## config.mk

```make
export PLATFORM = sky130hd
export DESIGN_NAME = led_blink_tx_flat
export DESIGN_NICKNAME = d
export VERILOG_FILES = /design/src/rtl/led_blink_tx_pkg.sv /design/src/rtl/led_blink_tx_if.sv /design/src/rtl/led_unit_timer.sv /design/src/rtl/led_blink_tx.sv /design/src/flat_wrapper.sv
export SDC_FILE = /design/constraint.sdc
export NUM_CORES = 1
export LEC_CHECK = 0
export ABC_AREA = 1
export ABC_CLOCK_PERIOD_IN_PS = 2600
export CORE_MARGIN = 2
export CORE_UTILIZATION = 50
export CTS_BUF_LIST = sky130_fd_sc_hd__clkbuf_8
export DETAILED_ROUTE_END_ITERATION = 12
export GPL_ROUTABILITY_DRIVEN = 1
export PLACE_DENSITY = 0.77
export RECOVER_POWER = 50
export SYNTH_ARGS = -nofsm -noshare
export SYNTH_HDL_FRONTEND = slang
export SYNTH_HIERARCHICAL = 1
export SYNTH_SLANG_ARGS = --single-unit
```

## constraint.sdc

```tcl
create_clock -name sysclk -period 2.6 [get_ports sysclk]
set_input_delay 0.52 -clock sysclk [delete_from_list [all_inputs] [get_ports sysclk]]
set_output_delay 0.52 -clock sysclk [all_outputs]
set_load 0.02 [all_outputs]
```

## src/rtl/led_blink_tx_pkg.sv

```systemverilog
// Shared types and default unit lengths for the LED blink transmitter.
package led_blink_tx_pkg;

  typedef enum logic [1:0] {
    IDLE,
    MARK,
    SPACE,
    FRAME_GAP
  } state_e;

  localparam int SHORT_UNITS_D     = 1;
  localparam int LONG_UNITS_D      = 3;
  localparam int GAP_UNITS_D       = 1;
  localparam int FRAME_GAP_UNITS_D = 4;

  function automatic int max_units(input int a, input int b, input int c, input int d);
    int m;
    m = a;
    if (b > m) m = b;
    if (c > m) m = c;
    if (d > m) m = d;
    return m;
  endfunction

endpackage

```

## src/rtl/led_blink_tx_if.sv

```systemverilog
// Valid/ready payload channel feeding the LED blink transmitter.
interface led_blink_tx_if #(
  parameter int DATA_W = 4
);
  logic [DATA_W-1:0] data;
  logic              valid;
  logic              ready;

  modport master (output data, output valid, input ready);
  modport slave  (input data, input valid, output ready);
endinterface

```

## src/rtl/led_unit_timer.sv

```systemverilog
// Unit prescaler: ticks on the last cycle of every UNIT_CYCLES-cycle unit,
// restarting its count from zero whenever restart is high.
module led_unit_timer #(
  parameter int UNIT_CYCLES = 125_000
) (
  input  logic sysclk,
  input  logic reset,
  input  logic restart,
  output logic tick
);

  localparam int CW = (UNIT_CYCLES > 1) ? $clog2(UNIT_CYCLES) : 1;
  localparam logic [CW-1:0] LAST = CW'(UNIT_CYCLES - 1);

  logic [CW-1:0] cnt_q, cnt_d;

  always_comb begin
    cnt_d = cnt_q + CW'(1);
    if (restart || (cnt_q == LAST)) cnt_d = '0;
  end

  always_ff @(posedge sysclk or negedge reset) begin
    if (!reset) cnt_q <= '0;
    else        cnt_q <= cnt_d;
  end

  // tick must not depend on restart: restart is derived from tick upstream
  assign tick = (cnt_q == LAST);

endmodule

```

## src/rtl/led_blink_tx.sv

```systemverilog
// Sends a DATA_W-bit word MSB-first as long/short LED marks separated by gaps.
// Optional even-parity trailer bit enabled by macro LED_BLINK_TX_PARITY_EN.
module led_blink_tx
  import led_blink_tx_pkg::*;
#(
  parameter int UNIT_CYCLES     = 125_000,
  parameter int DATA_W          = 4,
  parameter int SHORT_UNITS     = SHORT_UNITS_D,
  parameter int LONG_UNITS      = LONG_UNITS_D,
  parameter int GAP_UNITS       = GAP_UNITS_D,
  parameter int FRAME_GAP_UNITS = FRAME_GAP_UNITS_D
) (
  input  logic             sysclk,
  input  logic             reset,
  led_blink_tx_if.slave    in_if,
  output logic             led_out,
  output logic             busy,
  output logic             done
);

`ifdef LED_BLINK_TX_PARITY_EN
  localparam int NBITS = DATA_W + 1;
`else
  localparam int NBITS = DATA_W;
`endif
  localparam int UMAX = max_units(SHORT_UNITS, LONG_UNITS, GAP_UNITS, FRAME_GAP_UNITS);
  localparam int UW   = $clog2(UMAX + 1);
  localparam int IW   = $clog2(DATA_W + 1);

  localparam logic [UW-1:0] SHORT_U = UW'(SHORT_UNITS);
  localparam logic [UW-1:0] LONG_U  = UW'(LONG_UNITS);
  localparam logic [UW-1:0] GAP_U   = UW'(GAP_UNITS);
  localparam logic [UW-1:0] FGAP_U  = UW'(FRAME_GAP_UNITS);

  state_e            state_q, state_d;
  logic [NBITS-1:0]  word_q, word_d, load_word;
  logic [IW-1:0]     idx_q, idx_d;
  logic [UW-1:0]     units_q, units_d;
  logic              led_q, led_d, done_q, done_d;
  logic              tick, restart, next_bit;

`ifdef LED_BLINK_TX_PARITY_EN
  assign load_word = {in_if.data, ^in_if.data};
`else
  assign load_word = in_if.data;
`endif

  function automatic logic [UW-1:0] mark_len(input logic b);
    return b ? LONG_U : SHORT_U;
  endfunction

  // Bit that the next mark will carry once the index steps down
  always_comb begin
    next_bit = 1'b0;
    for (int i = 0; i < NBITS; i++)
      if (int'(idx_q) == i + 1) next_bit = word_q[i];
  end

  always_comb begin
    state_d = state_q;
    word_d  = word_q;
    idx_d   = idx_q;
    units_d = units_q;
    case (state_q)
      IDLE: begin
        if (in_if.valid) begin
          state_d = MARK;
          word_d  = load_word;
          idx_d   = IW'(NBITS - 1);
          units_d = mark_len(load_word[NBITS-1]);
        end
      end
      MARK: begin
        if (tick) begin
          if (units_q == UW'(1)) begin
            state_d = SPACE;
            units_d = GAP_U;
          end else begin
            units_d = units_q - UW'(1);
          end
        end
      end
      SPACE: begin
        if (tick) begin
          if (units_q != UW'(1)) begin
            units_d = units_q - UW'(1);
          end else if (idx_q != '0) begin
            state_d = MARK;
            idx_d   = idx_q - IW'(1);
            units_d = mark_len(next_bit);
          end else begin
            state_d = FRAME_GAP;
            units_d = FGAP_U;
          end
        end
      end
      FRAME_GAP: begin
        if (tick) begin
          if (units_q == UW'(1)) state_d = IDLE;
          else                   units_d = units_q - UW'(1);
        end
      end
      default: state_d = IDLE;
    endcase
  end

  // Restarting the prescaler on every transition keeps each phase whole-unit exact
  assign restart = (state_d != state_q);
  assign led_d   = (state_d == MARK);
  assign done_d  = (state_q == FRAME_GAP) && (state_d == IDLE);

  always_ff @(posedge sysclk or negedge reset) begin
    if (!reset) begin
      state_q <= IDLE;
      word_q  <= '0;
      idx_q   <= '0;
      units_q <= '0;
      led_q   <= 1'b0;
      done_q  <= 1'b0;
    end else begin
      state_q <= state_d;
      word_q  <= word_d;
      idx_q   <= idx_d;
      units_q <= units_d;
      led_q   <= led_d;
      done_q  <= done_d;
    end
  end

  led_unit_timer #(.UNIT_CYCLES(UNIT_CYCLES)) u_timer (
    .sysclk  (sysclk),
    .reset   (reset),
    .restart (restart),
    .tick    (tick)
  );

  assign in_if.ready = (state_q == IDLE);
  assign busy        = (state_q != IDLE);
  assign led_out     = led_q;
  assign done        = done_q;

endmodule
```

## src/flat_wrapper.sv

```systemverilog
// flat-port wrapper written by rule: the top's interface ports become plain ports
module led_blink_tx_flat import led_blink_tx_pkg::*;
#(
  parameter int UNIT_CYCLES     = 125_000,
  parameter int DATA_W          = 4,
  parameter int SHORT_UNITS     = SHORT_UNITS_D,
  parameter int LONG_UNITS      = LONG_UNITS_D,
  parameter int GAP_UNITS       = GAP_UNITS_D,
  parameter int FRAME_GAP_UNITS = FRAME_GAP_UNITS_D
)
  (sysclk, reset, led_out, busy, done, in_if_data, in_if_valid, in_if_ready);
  led_blink_tx_if #(.DATA_W(DATA_W)) in_if_i ();
  input  logic sysclk;
  input  logic reset;
  output logic led_out;
  output logic busy;
  output logic done;
  input wire logic [$bits(in_if_i.data)-1:0] in_if_data;
  input wire logic [$bits(in_if_i.valid)-1:0] in_if_valid;
  output wire logic [$bits(in_if_i.ready)-1:0] in_if_ready;
  assign in_if_i.data = in_if_data;
  assign in_if_i.valid = in_if_valid;
  assign in_if_ready = in_if_i.ready;
  led_blink_tx #(.UNIT_CYCLES(UNIT_CYCLES), .DATA_W(DATA_W), .SHORT_UNITS(SHORT_UNITS), .LONG_UNITS(LONG_UNITS), .GAP_UNITS(GAP_UNITS), .FRAME_GAP_UNITS(FRAME_GAP_UNITS)) u_core (.sysclk(sysclk), .reset(reset), .in_if(in_if_i), .led_out(led_out), .busy(busy), .done(done));
endmodule
```

==> flow_summary.ini <==
[cells_and_area]
layout.cells.non_filler = 317
layout_commonest_cell = nand2_1
nets = 283
finalInstanceArea_um2 = 2150
areaGrowthSynthToFinish_pct = 13.7
drive_gt1_share_pct = 10.0
antenna_cells = 0
final_cell_mix = 61 x nand2_1, 44 x nor2_1, 36 x inv_1, 31 x dfrtp_1, 11 x o21ai_0

[floorplan]
dieArea_um2 = 4280
ioPinCount = 11
fp.dieH_um = 65.5
core_um2 = 3630
initial_core_util_pct = 52.0
num_rows = 22
die_w_um = 65.5

[synth]
synth.distinct_cells = 27
ys_ff_latch = 31
synth_edf_count = 0
synth_ff_type = dfrtp_1
ys_warn_count = 6
synthArstFlopShare_pct = 100
synth_cells = 251
synth_fp_nets = 266
syn_avg_cell_area_um2 = 7.52
synth_area_um2 = 1890
yosysSeqAreaShare_pct = 41.1

[critical_path]
cp-start-kind = register
critPathSlowestCell = clkdlybuf4s50_1
slowest_delay_ns = 0.65
critPathBufInv = 1
arrival_ns = 1.65
cp-end-kind = primary output
cp_top_family = buffers and inverters
cp_cell_sequence = nor2_4, clkdlybuf4s50_1
crit_type = reg -> out
cp.required_ns = 2.08
cp_max_fo = 7

[timing]
tightest_slew_ns = 0.544
finalSetupViolations = 0
maxSlewHeadroom_pct = 63.6
fmax_mhz = 462
fin_setup_tns_ns = 0
fin_skew_ns = 0.00501
min_period_over_period_pct = 83.3
slew_violations = 0
rsz0062_at_grt = false
finalHoldViolCount = 0
fin_crit_ns = 2.17

[power_and_ir_drop]
p_int_mw = 1.04
p_clk_share_pct = 32.0
pwr-share-comb_pct = 27.3
pwr-share-seq_pct = 40.8
p_sw_share_pct = 32.8
power_density_nw_per_um2 = 723
ir_worst_vdd_uv = 422
power.switching_mw = 0.508
p_leak_nw = 0.992

[cts]
path_clk_slew_ns = 0.07
clk_latency_ns = 0.29
root_buffer = clkbuf_8
cts_buffer_depth = 2
numCtsBuffers = 5
cts_hold_buffers = 0
cts_tree = done
htreeDepth = 2
ctsResizeCount = 0
cts.sinks = 31
postCtsSetupRepairBufs = 0

[routing]
drt_iter0_drc = 105
vias = 1597
avgViaCountPerCell = 5.04
drtPass1Iterations = 5
ant_nets = 0
drc = 0
wl_per_cell_um = 11.3
totalWireLength_um = 3590

[place]
place_congestion = 0.883
dp_cells = 309
dp_hpwl_um = 2580
place_area_um2 = 2040
port_buffers = 10

[flow_run]
cap_violations = 0

[global_route]
antenna_found_initial = 0
grt_pass1_wl_um = 6610
track_usage_pct = 20.3
grt_max_degree = 32
grt.overflow.total = 0
grt_pass1_vias = 1587

[min_path]
hold_path.class = reg -> reg

[outcome]
outcome = finished, final reports clean
through the flow:
step | util, % | hold WS (ns) | worst slack (ns) | power [mW]
6_report | 59.1 | 0.484 | 0.434 | 1.55
5_1_grt | 59.1 | 0.521 | 0.295 | 1.67
4_1_cts | 59.5 | 0.488 | 0.407 | 1.58
3_5_place_dp | 56.3 | 0.469 | 0.586 | 1.07
3_3_place_gp | 56.3 | 0.464 | 0.662 | 1.06
2_1_floorplan | - | 0.224 | 0.741 | 0.968
cells by family (layout without fill, tap and decap cells):
group | count (synthesis) | after routing | synth area share [%]
fa+ha+maj | 8 | 8 | 5.30
flops | 31 | 31 | 41.1
xor+xnor | 8 | 8 | 3.71
buf+inv | 40 | 58 | 8.61
compound gates | 28 | 28 | 8.88
simple gates | 136 | 136 | 32.4
routing by layer:
metal  GRT usage (%)  vias to the layer above  wire, um
li1                -                      815         -
met1            23.3                      748      1590
met2            34.9                       24      1790
met3            5.14                       10       116
met4            9.90                        0        95
met5               0                        -         0
synthesized netlist by cell type (3+ instances only):
cell	n	area, um2
a31oi_1	3	18.8
xnor2_1	3	26.3
inv_1	36	135
ha_1	8	100
dfrtp_1	31	776
a21oi_1	7	35.0
o21ai_0	11	55.1
nand2_1	61	229
xor2_1	5	43.8
nand3_1	8	40.0
nand4_1	8	50.1
nor2_1	43	161
nand2_2	5	31.3
nor2_2	4	25.0
registers in the layout, summed over array words and instances (netlist names):
name / count
u_core/u_timer/cnt_q: 17
u_core/word_q: 4
u_core/idx_q: 3
u_core/units_q: 3
u_core/state_q: 2
u_core/done: 1
u_core/led_out: 1
area by class of cell:
| class | instances | area [um2] |
|---|---|---|
| fillers | 342 | 1490 |
| multi-input cells | 180 | 933 |
| flip-flops and latches | 31 | 776 |
| inverters | 39 | 151 |
| repair buffers | 11 | 108 |
| clock buffers | 6 | 82.6 |
| well taps | 48 | 60.1 |
| clock inverters | 2 | 35.0 |
power groups by stage:
stage | logic [mW] | clock network [mW] | registers (mW)
2_1_floorplan | 0.340 | 0 | 0.628
3_3_place_gp | 0.420 | 0 | 0.638
3_5_place_dp | 0.427 | 0 | 0.641
4_1_cts | 0.430 | 0.516 | 0.632
5_1_grt | 0.496 | 0.530 | 0.647
6_report | 0.423 | 0.496 | 0.632
final timing paths:
check / slack [ns] / end / cells past startpoint / start
max: 0.43 / in_if_ready / 2 / u_core/state_q[1]$_DFF_PN0_
min: 0.48 / u_core/word_q[0]$_DFFE_PN0P_ / 2 / u_core/word_q[0]$_DFFE_PN0P_
max reg2reg: 0.59 / u_core/u_timer/cnt_q[9]$_DFF_PN0_ / 12 / u_core/u_timer/cnt_q[0]$_DFF_PN0_
min reg2reg: 0.48 / u_core/word_q[0]$_DFFE_PN0P_ / 2 / u_core/word_q[0]$_DFFE_PN0P_
max in group asynchronous: 1.62 / u_core/done$_DFF_PN0_ / 2 / reset
min in group asynchronous: 0.70 / u_core/u_timer/cnt_q[4]$_DFF_PN0_ / 2 / reset
tightest hold or removal path, cell delays in order, from the launching register on:
cell     delay (ns)
dfrtp_1        0.35
nand2_1        0.05
nand2_1        0.05
No activity file was read; power rests on OpenSTA's default activity.
